<file path="config.mk">
export PLATFORM = sky130hd
export DESIGN_NAME = eh2_ifu_fetch_arb
export DESIGN_NICKNAME = d
export VERILOG_FILES = /design/src/rtl/eh2_ifu_fetch_arb.sv
export SDC_FILE = /design/constraint.sdc
export NUM_CORES = 1
export LEC_CHECK = 0
export BUFFER_PORTS_ARGS = -buffer_cell sky130_fd_sc_hd__buf_2
export CAP_MARGIN = 20
export CORE_AREA = 2 2 39 41
export CTS_CLUSTER_SIZE = 8
export DETAILED_ROUTE_END_ITERATION = 10
export DIE_AREA = 0 0 41 43
export GPL_TIMING_DRIVEN = 0
export SYNTH_ARGS = -nofsm -noshare
export SYNTH_HDL_FRONTEND = slang
export SYNTH_SLANG_ARGS = --single-unit
</file>
<file path="constraint.sdc">
create_clock -name clk -period 1.5 [get_ports clk]
set_input_delay 0.075 -clock clk [delete_from_list [all_inputs] [get_ports clk]]
set_output_delay 0.075 -clock clk [all_outputs]
set_load 0.01 [all_outputs]
</file>
<file path="src/rtl/eh2_ifu_fetch_arb.sv">
// ============================================================================
// Module   : eh2_ifu_fetch_arb
// Purpose  : Per-cycle F1 fetch-slot arbiter shared by the hardware threads.
//            Round robin with flush priority, miss deprioritization and an
//            optional starvation guard (enabled by RV_FETCH_ARB_STARVE_EN).
// Revision : 1.0 - initial release
// ============================================================================
`default_nettype none

module eh2_ifu_fetch_arb #(
  parameter int NUM_THREADS = 2,
  parameter int STARVE_MAX  = 15,
  parameter int STARVE_W    = 4
) (
  input  logic                   clk,
  input  logic                   rst,
  input  logic [NUM_THREADS-1:0] ifc_ready_t,
  input  logic [NUM_THREADS-1:0] exu_flush_final_t,
  input  logic [NUM_THREADS-1:0] ifu_ic_miss_f2_t,
  input  logic                   ic_busy,
  output logic                   ifc_select_tid_f1,
  output logic [NUM_THREADS-1:0] ifc_grant_f1,
  output logic [NUM_THREADS-1:0] pmu_fetch_arb_lost,
  output logic [NUM_THREADS-1:0] starve_force
);

  logic [NUM_THREADS-1:0] cand;
  assign cand = ifc_ready_t & {NUM_THREADS{~ic_busy}};

  if (NUM_THREADS < 1 || NUM_THREADS > 2 || (2 ** STARVE_W) <= STARVE_MAX) begin : g_bad_param
    $error("eh2_ifu_fetch_arb: illegal NUM_THREADS / STARVE_MAX / STARVE_W");
  end

  if (NUM_THREADS == 2) begin : g_mt
    logic       last_tid;
    logic [1:0] miss_dep;
    logic [1:0] sforce;
    logic [1:0] grant;
    logic       win;
    logic       any_grant;

`ifdef RV_FETCH_ARB_STARVE_EN
    for (genvar t = 0; t < 2; t++) begin : g_cnt
      logic [STARVE_W-1:0] cnt;
      assign sforce[t] = (cnt == STARVE_W'(STARVE_MAX));
      always_ff @(posedge clk) begin
        if (rst) begin
          cnt <= '0;
        end else if (!ic_busy) begin
          if (grant[t] || !ifc_ready_t[t]) begin
            cnt <= '0;
          end else if (!sforce[t]) begin
            cnt <= cnt + 1'b1;
          end
        end
      end
    end
`else
    assign sforce = 2'b00;
`endif

    // Priority only matters when both threads compete; ties go to ~last_tid.
    always_comb begin
      win = ~last_tid;
      if (cand == 2'b01) begin
        win = 1'b0;
      end else if (cand == 2'b10) begin
        win = 1'b1;
      end else if (cand == 2'b11) begin
        if (sforce == 2'b11) begin
          win = ~last_tid;
        end else if (sforce != 2'b00) begin
          win = sforce[1];
        end else if (exu_flush_final_t == 2'b11) begin
          win = ~last_tid;
        end else if (exu_flush_final_t != 2'b00) begin
          win = exu_flush_final_t[1];
        end else if (miss_dep == 2'b11) begin
          win = ~last_tid;
        end else if (miss_dep != 2'b00) begin
          win = miss_dep[0];
        end else begin
          win = ~last_tid;
        end
      end
    end

    assign any_grant = |cand;
    assign grant     = any_grant ? (win ? 2'b10 : 2'b01) : 2'b00;

    assign ifc_grant_f1       = rst ? 2'b00 : grant;
    assign ifc_select_tid_f1  = rst ? 1'b0 : (ic_busy ? last_tid : win);
    assign pmu_fetch_arb_lost = rst ? 2'b00 : (cand & ~grant);
    assign starve_force       = rst ? 2'b00 : sforce;

    // A new miss outranks a same-cycle grant or flush clear.
    always_ff @(posedge clk) begin
      if (rst) begin
        last_tid <= 1'b1;
        miss_dep <= 2'b00;
      end else if (!ic_busy) begin
        if (any_grant) begin
          last_tid <= win;
        end
        miss_dep <= ifu_ic_miss_f2_t | (miss_dep & ~grant & ~exu_flush_final_t);
      end
    end
  end else begin : g_st
    assign ifc_grant_f1       = rst ? '0 : cand;
    assign ifc_select_tid_f1  = 1'b0;
    assign pmu_fetch_arb_lost = '0;
    assign starve_force       = '0;
  end

endmodule

`default_nettype wire
</file>
==> reports/results.ini, run 1 <==
[run_status]
outcome = finished with violations
violations = negative setup slack

[logic_synthesis]
synth_top_area_frac = 0.2060
synth-main-ff-cell = dfxtp_1
synthCells = 38
async_flop_share = 0
yosys_warnings = 0
synth-seq-cells = 3
synth_top_area_cell = dfxtp_1
synth-edff-count = 0
synth_seq_area_share = 0.2060
synthDistinctLibCells = 24
yosys-top-cells-area = dfxtp_1 (21%), nand2b_1 (11%), a221oi_1 (6.0%)
syn_area_per_cell_um2 = 7.672
synth_area_um2 = 291.5

[route]
vias = 321
wl_um = 719
drtAntennaViolNets = 0
dr.first_iter.drc_count = 0
firstDrtPassIters = 1
via_per_inst = 4.397
drc = 0
avgRoutedWirePerCell_um = 9.849

[setup_path]
crit_type = reg2out
cp-start-kind = flip-flop
r2r_slack_ns = 0.06
r2r_start = g_mt.miss_dep[0]$_SDFFE_PP0N_
rr_endpoint = g_mt.miss_dep[1]$_SDFFE_PP0N_
cp.required_ns = 1.42
worstPathMaxFanout = 6
reg2reg_depth = 6
cp.arrival_ns = 1.46
worstSetupEndpointType = primary output

[floorplanning]
die_w_um = 41
dieHeight_um = 43
core_um2 = 1384
dieArea_um2 = 1763
rows = 14
start_util = 0.2107
boundaryPins = 16

[grt]
grt_max_degree = 10
grt.overflow.total = 0
antenna_found_initial = 0
grt_pass1_wl_um = 1214
grt_pass1_vias = 318
grtUsageTotal = 0.1023

[cts]
clk_pin_slew_ns = 0.03
numCtsBuffers = 3
cts-root-buf = clkbuf_4
htree_levels = 1
clock_sinks = 3
insertion_delay_ns = 0.23
cts_tree = yes
hold_buffers = 0
clock_path_buffers = 2

[finish]
area_delta_synth_final_pct = 53.65
drive_gt1_frac = 0.4737
design_area_um2 = 447.9
nFillCells = 157
antennaDiodeCount = 0
final_cell_mix = buf_2 (11), nand2b_1 (5), buf_4 (5)
final_nets = 67
final_common_cell = buf_2
fin_cells = 73

[pwr]
ir_drop_mv = 0.3210
p_per_area_nw_per_um2 = 728.8
p_leak_uw = 0.0002226
total_power_uw = 326.4

[hold_path]
hp-class = in2reg
hold_start = ifu_ic_miss_f2_t[0]
hold_path_end = g_mt.miss_dep[0]$_SDFFE_PP0N_
whs_path_depth = 3

[timing]
report.final.slew_viol_count = 0
skew_ns = 0.0005309
timing.final.ws_setup_ns = -0.03610
grt_setup_unrepaired = yes
period_minus_slack_ns = 1.536
fmax_mhz = 651.0
finalHoldViolations = 0
fin_crit_sh = 1.024
setup_viol = 1
hold_slack_ns = 0.1359

[placed_design]
hpwlAfterDp_um = 537.8
dp_cells = 66
port_buffers = 11
gp_congestion = 0.7748
dpl_cell_area_um2 = 370.4

[flow_run]
maxCapViolCount = 0

-- area by class of cell --
class / count / area, um^2 / area share
multi-input combinational: 29 / 227.7 / 0.5084
timing repair buffer: 14 / 77.57 / 0.1732
sequential: 3 / 62.56 / 0.1397
clock buffer: 4 / 26.28 / 0.05866
buffer: 4 / 22.52 / 0.05028
tap: 16 / 20.02 / 0.04469
inverter: 3 / 11.26 / 0.02514
-- cells by family after synthesis --
| family | after synthesis | share of synthesized area |
|---|---|---|
| AO/OA/AOI/OAI | 11 | 0.2918 |
| buffers and inverters | 7 | 0.1158 |
| flip-flops | 3 | 0.2060 |
| multiplexers | 1 | 0.03434 |
| other | 1 | 0.01286 |
| AND/OR/NAND/NOR | 15 | 0.3390 |
-- synth_stat cells (2+ instances only) --
cell type	n
buf_4	2
nand2b_1	5
nand2_1	2
a21oi_1	2
dfxtp_1	3
a221oi_1	2
inv_1	3
nor2_1	3
-- registers in the layout (all words and copies together) (netlist names) --
name           count
g_mt.miss_dep      2
g_mt.last_tid      1
-- worst max-delay path by stage --
stage / startpoint / end / slack (ns) / cells after the start
floorplan: g_mt.last_tid$_SDFFE_PP1P_ / ifc_select_tid_f1 / 0.27 / 4
global placement: g_mt.last_tid$_SDFFE_PP1P_ / ifc_select_tid_f1 / 0.18 / 5
detailed placement: g_mt.last_tid$_SDFFE_PP1P_ / ifc_select_tid_f1 / 0.15 / 5
CTS: g_mt.miss_dep[0]$_SDFFE_PP0N_ / ifc_select_tid_f1 / -0.006 / 5
global route: g_mt.last_tid$_SDFFE_PP1P_ / ifc_select_tid_f1 / -0.13 / 5
finish: g_mt.last_tid$_SDFFE_PP1P_ / ifc_select_tid_f1 / -0.04 / 5
-- power by group --
part           internal (uW)  switching [uW]  total [uW]
Combinational           47.4            48.9        96.3
Sequential              87.2            4.89        92.1
Clock                   99.5            38.6         138
-- through the flow --
| step | setup slack, ns | setup TNS [ns] | utilization |
|---|---|---|---|
| after floorplan | 0.2712 | 0 | - |
| after global placement | 0.1842 | 0 | 0.2676 |
| after detailed placement | 0.1524 | 0 | 0.2676 |
| after CTS | -0.006016 | -0.006016 | 0.3083 |
| after global routing | -0.1312 | -0.3303 | 0.3237 |
| final | -0.03610 | -0.03610 | 0.3237 |
-- layer usage --
layer  up-vias  part of all wire  GRT usage
met5         -                 0          0
met4         0                 0    0.02000
met3         0             0.078    0.06806
met2        11              0.48     0.1594
met1       138              0.45     0.1122
li1        172                 -          -
-- what timing repair did --
action | 4_1_cts | 5_1_grt
buffers inserted | 1 | 2
pin swaps | 3 | 2
endpoints found under the hold margin | 0 | 0
gates cloned | 0 | 0
setup endpoints to repair | 4 | 5
resized for setup | 4 | 2
-- critical path, stage by stage (launching register included) --
cell and delay, ns:
dfxtp_2 0.33, nor2b_1 0.11, o22a_1 0.22, nand4b_4 0.15, a221oi_2 0.25, buf_2 0.17
Note: power is estimated with default switching activity, not from simulation.
==> inputs of run 2 (changes only) <==
==> constraint.sdc (replaced) <==
create_clock -name clk -period 1.6 [get_ports clk]
set_input_delay 0.08 -clock clk [delete_from_list [all_inputs] [get_ports clk]]
set_output_delay 0.08 -clock clk [all_outputs]
set_load 0.01 [all_outputs]
==> run 2 against run 1 <==
- the run now ends clean
- sequential share of layout area rose by 0.91 points
- highest routed layer unchanged
- wire length fell by 3.2%
- cell count fell by 4.1%
==> reports/results.ini, run 2 (synthesized netlist as in run 1, its figures left out) <==
[setup_path]
rr_endpoint = g_mt.miss_dep[1]$_SDFFE_PP0N_
worstPathMaxFanout = 6
r2r_slack_ns = 0.41
cp.arrival_ns = 1.45
r2r_start = g_mt.miss_dep[0]$_SDFFE_PP0N_
cp-start-kind = flip-flop
cp.required_ns = 1.52
reg2reg_depth = 4
worstSetupEndpointType = primary output
crit_type = reg2out

[cts]
clock_sinks = 3
insertion_delay_ns = 0.23
clk_pin_slew_ns = 0.03
cts_tree = yes
clock_path_buffers = 2
numCtsBuffers = 3
cts-root-buf = clkbuf_4
htree_levels = 1

[floorplanning]
rows = 14
die_w_um = 41
dieArea_um2 = 1763
core_um2 = 1384
boundaryPins = 16
start_util = 0.2107
dieHeight_um = 43

[route]
dr.first_iter.drc_count = 2
firstDrtPassIters = 2
wl_um = 696
avgRoutedWirePerCell_um = 9.943
drtAntennaViolNets = 0
drc = 0
via_per_inst = 4.357
vias = 305

[timing]
setup_viol = 0
period_minus_slack_ns = 1.530
hold_slack_ns = 0.1413
fin_crit_sh = 0.9565
timing.final.ws_setup_ns = 0.06967
fmax_mhz = 653.5
skew_ns = 0.0008936
grt_setup_unrepaired = yes
finalHoldViolations = 0
report.final.slew_viol_count = 0

[hold_path]
hold_start = ifu_ic_miss_f2_t[0]
hp-class = in2reg
hold_path_end = g_mt.miss_dep[0]$_SDFFE_PP0N_
whs_path_depth = 3

[grt]
grt_pass1_vias = 307
grt.overflow.total = 0
grt_max_degree = 10
antenna_found_initial = 0
grt_pass1_wl_um = 1152
grtUsageTotal = 0.09729

[placed_design]
port_buffers = 11
hpwlAfterDp_um = 537.8
gp_congestion = 0.7748
dpl_cell_area_um2 = 370.4
dp_slack_ns = 0.2474

[finish]
nFillCells = 157
final_common_cell = buf_2
final_nets = 64
multiInputGateArea_um2 = 222.7
fin_util = 0.3038
area_delta_synth_final_pct = 44.21
design_area_um2 = 420.4
final_cell_mix = buf_2 (11), nand2b_1 (5), inv_1 (3), nor2_1 (3), clkbuf_4 (3)
top_register = g_mt.miss_dep
drive_gt1_frac = 0.4259
largest_reg_flops = 2
seqCellArea_um2 = 62.56
antennaDiodeCount = 0
top_regs = g_mt.miss_dep: 2 flops, g_mt.last_tid: 1 flops

[pwr]
p_leak_uw = 0.0002086
total_power_uw = 295.6
p_per_area_nw_per_um2 = 703.1
ir_drop_mv = 0.3009

[run_status]
outcome = complete, no violations

[flow_run]
maxCapViolCount = 0

[run 2: cell count changes in the layout (fill, tap and decap cells not counted)]
cell     before  now
nor3b_1       0    1
buf_4         5    2
nor3b_2       1    0
[run 2: metrics by stage]
| step | TNS (ns) | cells |
|---|---|---|
| 2_1_floorplan | 0 | 39 |
| 3_3_place_gp | 0 | 66 |
| 3_5_place_dp | 0 | 66 |
| 4_1_cts | 0 | 70 |
| 5_1_grt | -0.02498 | 70 |
| 6_report | 0 | 70 |
[run 2: how the worst max path moves through the flow]
stage | from | endpoint | slack [ns] | depth (start not counted)
finish | g_mt.last_tid$_SDFFE_PP1P_ | ifc_select_tid_f1 | 0.07 | 5
floorplan | g_mt.last_tid$_SDFFE_PP1P_ | ifc_select_tid_f1 | 0.37 | 4
detailed placement | g_mt.last_tid$_SDFFE_PP1P_ | ifc_select_tid_f1 | 0.25 | 5
CTS | g_mt.last_tid$_SDFFE_PP1P_ | ifc_grant_f1[1] | 0.0002 | 5
global placement | g_mt.last_tid$_SDFFE_PP1P_ | ifc_select_tid_f1 | 0.28 | 5
global route | g_mt.last_tid$_SDFFE_PP1P_ | ifc_select_tid_f1 | -0.02 | 5
[run 2: power by group]
group	internal, uW	switching [uW]	total (uW)
registers	81.7	4.61	86.3
logic	36.2	43.2	79.4
clock network	93.3	36.6	130
total	211	84.4	296
[run 2: area by class of cell]
class / instances / share of cell area
tap: 16 / 0.04762
multi-input combinational: 29 / 0.5298
timing repair buffer: 11 / 0.1310
inverter: 3 / 0.02679
sequential: 3 / 0.1488
clock buffer: 4 / 0.06250
buffer: 4 / 0.05357
[run 2: what timing repair did]
action                     CTS  global route
gates resized for setup      0             5
pin swaps                    1             2
setup endpoints to repair    1             4
setup buffers                0             0
hold buffers                 0             0
gates cloned                 0             0
[run 2: metal layers]
layer,GRT usage,vias to the layer above,routed length (um)
li1,-,164,-
met1,0.1058,130,308
met2,0.1500,11,326
met3,0.06806,0,61
met4,0.02000,0,0
met5,0,-,0
[run 2: worst max-delay path, cell delays in order (launching register included)]
cell and delay (ns):
dfxtp_2 0.33, nor2b_1 0.11, o22a_1 0.21, nand4b_4 0.14, a221oi_2 0.25, buf_2 0.17
==> inputs of run 3 (changes only) <==
--- a/config.mk
+++ b/config.mk
@@ -7,10 +7,11 @@
 export LEC_CHECK = 0
 export BUFFER_PORTS_ARGS = -buffer_cell sky130_fd_sc_hd__buf_2
 export CAP_MARGIN = 20
-export CORE_AREA = 2 2 39 41
+export CORE_AREA = 3 3 40 42
+export CTS_BUF_LIST = sky130_fd_sc_hd__clkbuf_16
 export CTS_CLUSTER_SIZE = 8
 export DETAILED_ROUTE_END_ITERATION = 10
-export DIE_AREA = 0 0 41 43
+export DIE_AREA = 0 0 43 45
 export GPL_TIMING_DRIVEN = 0
 export SYNTH_ARGS = -nofsm -noshare
 export SYNTH_HDL_FRONTEND = slang
==> run 3 against run 2 <==
- clock-buffer cell count fell by 1
- hold slack better by 0.016 ns
- sequential cell count did not move
- combinational power rose by 3.0%
- first-iteration DRC count is 100% higher
- power increased by 87%
- critical path depth did not move
- register-to-register slack is essentially flat
- fmax is 2.8% lower
- global-route usage down 1.6 points
- final area rose by 12%
- clock power grew to 3.0 times the previous value
- critical path type unchanged
- critical endpoint unchanged
==> reports/results.ini, run 3 (synthesized netlist as in run 1, its figures left out) <==
[setup_path]
setup.worst_path.end = ifc_select_tid_f1
cp-start-kind = flip-flop
crit_type = reg2out
cp-startpoint = g_mt.miss_dep[0]$_SDFFE_PP0N_
crit_path_top_delay_cell = dfxtp_1
slowest_delay_ns = 0.32
cp.required_ns = 1.52
worstPathCellList = nor2b_1 > o22a_1 > nand4b_4 > a221oi_2 > buf_2
reg2reg_depth = 4
critical_path_cell_count = 5
cp.arrival_ns = 1.49
r2r_start = g_mt.miss_dep[0]$_SDFFE_PP0N_
path_delay_family = compound AO/OA/AOI/OAI gates
r2r_slack_ns = 0.40
worstPathMaxFanout = 5
rr_endpoint = g_mt.miss_dep[0]$_SDFFE_PP0N_
path_buf_inv = 1
worstSetupEndpointType = primary output

[route]
avgRoutedWirePerCell_um = 11.46
via_per_inst = 4.942
firstDrtPassIters = 4
drtAntennaViolNets = 0
vias = 341
wl_um = 791
dr.first_iter.drc_count = 4
drc = 0

[finish]
final_cell_mix = buf_2 (11), nand2b_1 (5), inv_1 (4)
top_regs = g_mt.miss_dep: 2 flops, g_mt.last_tid: 1 flops
top_register = g_mt.miss_dep
drive_gt1_frac = 0.4074
antennaDiodeCount = 0
final_common_cell = buf_2
final_nets = 64
nFillCells = 144
multiInputGateArea_um2 = 222.7
largest_reg_flops = 2
area_delta_synth_final_pct = 61.37
seqCellArea_um2 = 61.31
fin_util = 0.3661

[cts]
cts-root-buf = clkbuf_16
hold_buffers = 0
cts_tree = yes
clock_sinks = 3
clock_path_buffers = 2
insertion_delay_ns = 0.22
htree_levels = 1
clk_pin_slew_ns = 0.03
numCtsBuffers = 3

[placed_design]
gp_congestion = 0.8180
port_buffers = 11

[hold_path]
hp-class = in2reg
whs_path_depth = 3

[timing]
fmax_mhz = 635.3
report.final.slew_viol_count = 0
fin_tns_setup_ns = 0
finalHoldViolations = 0
period_minus_slack_ns = 1.574
setup_viol = 0
fin_crit_sh = 0.9838
skew_ns = 0.001943

[pwr]
seqPwrFrac = 0.156
p_switching_uw = 112.3
ir_drop_mv = 0.9719
internal_power_uw = 439.5
power_frac_comb = 0.148
p_per_area_nw_per_um2 = 1173
p_leak_uw = 0.0002337
p_clk_frac = 0.696
p_sw_frac = 0.2035

[grt]
grt_pass1_vias = 296
grt.overflow.total = 0
grt_max_degree = 10
grtUsageTotal = 0.08160
grt_pass1_wl_um = 1173
antenna_found_initial = 0

[floorplanning]
start_util = 0.2269
dieArea_um2 = 1935
rows = 13
core_um2 = 1285
boundaryPins = 16
dieHeight_um = 45
die_w_um = 43

[run_status]
outcome = complete, no violations

[flow_run]
maxCapViolCount = 0

## run 3: cell types whose count changed in the layout (fill, tap and decap cells not counted), sizes merged
cell    change
clkbuf      -1
inv         +1
## run 3: tightest hold or removal path, delay by kind of cell
family                 cells  cell delay [ns]
buffers and inverters      1             0.10
AO/OA/AOI/OAI              1             0.07
AND/OR/NAND/NOR            1             0.06
## run 3: layer usage
layer | share of wire | track usage
met4 | 0 | 0.01807
met3 | 0.13 | 0.05179
met1 | 0.40 | 0.09880
met5 | 0 | 0
met2 | 0.47 | 0.1228
## run 3: worst min path at each step
stage	from	to	slack [ns]
after floorplan	ifu_ic_miss_f2_t[0]	g_mt.miss_dep[0]$_SDFFE_PP0N_	0.26
after global placement	ifu_ic_miss_f2_t[0]	g_mt.miss_dep[0]$_SDFFE_PP0N_	0.38
after detailed placement	ifu_ic_miss_f2_t[0]	g_mt.miss_dep[0]$_SDFFE_PP0N_	0.39
after CTS	ifu_ic_miss_f2_t[0]	g_mt.miss_dep[0]$_SDFFE_PP0N_	0.16
after global routing	ifu_ic_miss_f2_t[0]	g_mt.miss_dep[0]$_SDFFE_PP0N_	0.18
final	ifu_ic_miss_f2_t[0]	g_mt.miss_dep[0]$_SDFFE_PP0N_	0.16
## run 3: cell type report
type / count / area share
flip-flops and latches: 3 / 0.1303
clock buffers: 3 / 0.1596
well taps: 15 / 0.03989
inverters: 3 / 0.02394
repair buffers: 11 / 0.1170
multi-input cells: 29 / 0.4734
clock inverters: 1 / 0.007979
plain buffers: 4 / 0.04787
## run 3: timing repair
action                                  CTS  global route
endpoints found under the setup margin    0             4
buffers inserted                          0             0
resized for setup                         0             4
## run 3: metrics by stage
step           cells  cell area [um^2]  worst slack, ns  hold WS [ns]  total power [uW]
3_3_place_gp      65             369.1           0.2798        0.3833             157.7
6_report          69             470.5          0.02597        0.1578             551.8
4_1_cts           69             447.9          0.02596        0.1587             548.3
2_1_floorplan     39             295.3           0.3662        0.2553             135.8
5_1_grt           69             470.5         -0.05880        0.1771             575.1
3_5_place_dp      65             369.1           0.2610        0.3867             159.0
## run 3: power groups by stage
stage / Clock, uW / Combinational, uW / Sequential (uW)
3_5_place_dp: 0 / 72.4 / 86.7
3_3_place_gp: 0 / 71.2 / 86.4
5_1_grt: 398 / 90.0 / 86.7
2_1_floorplan: 0 / 50.4 / 85.4
6_report: 384 / 81.8 / 86.2
4_1_cts: 390 / 72.6 / 85.8
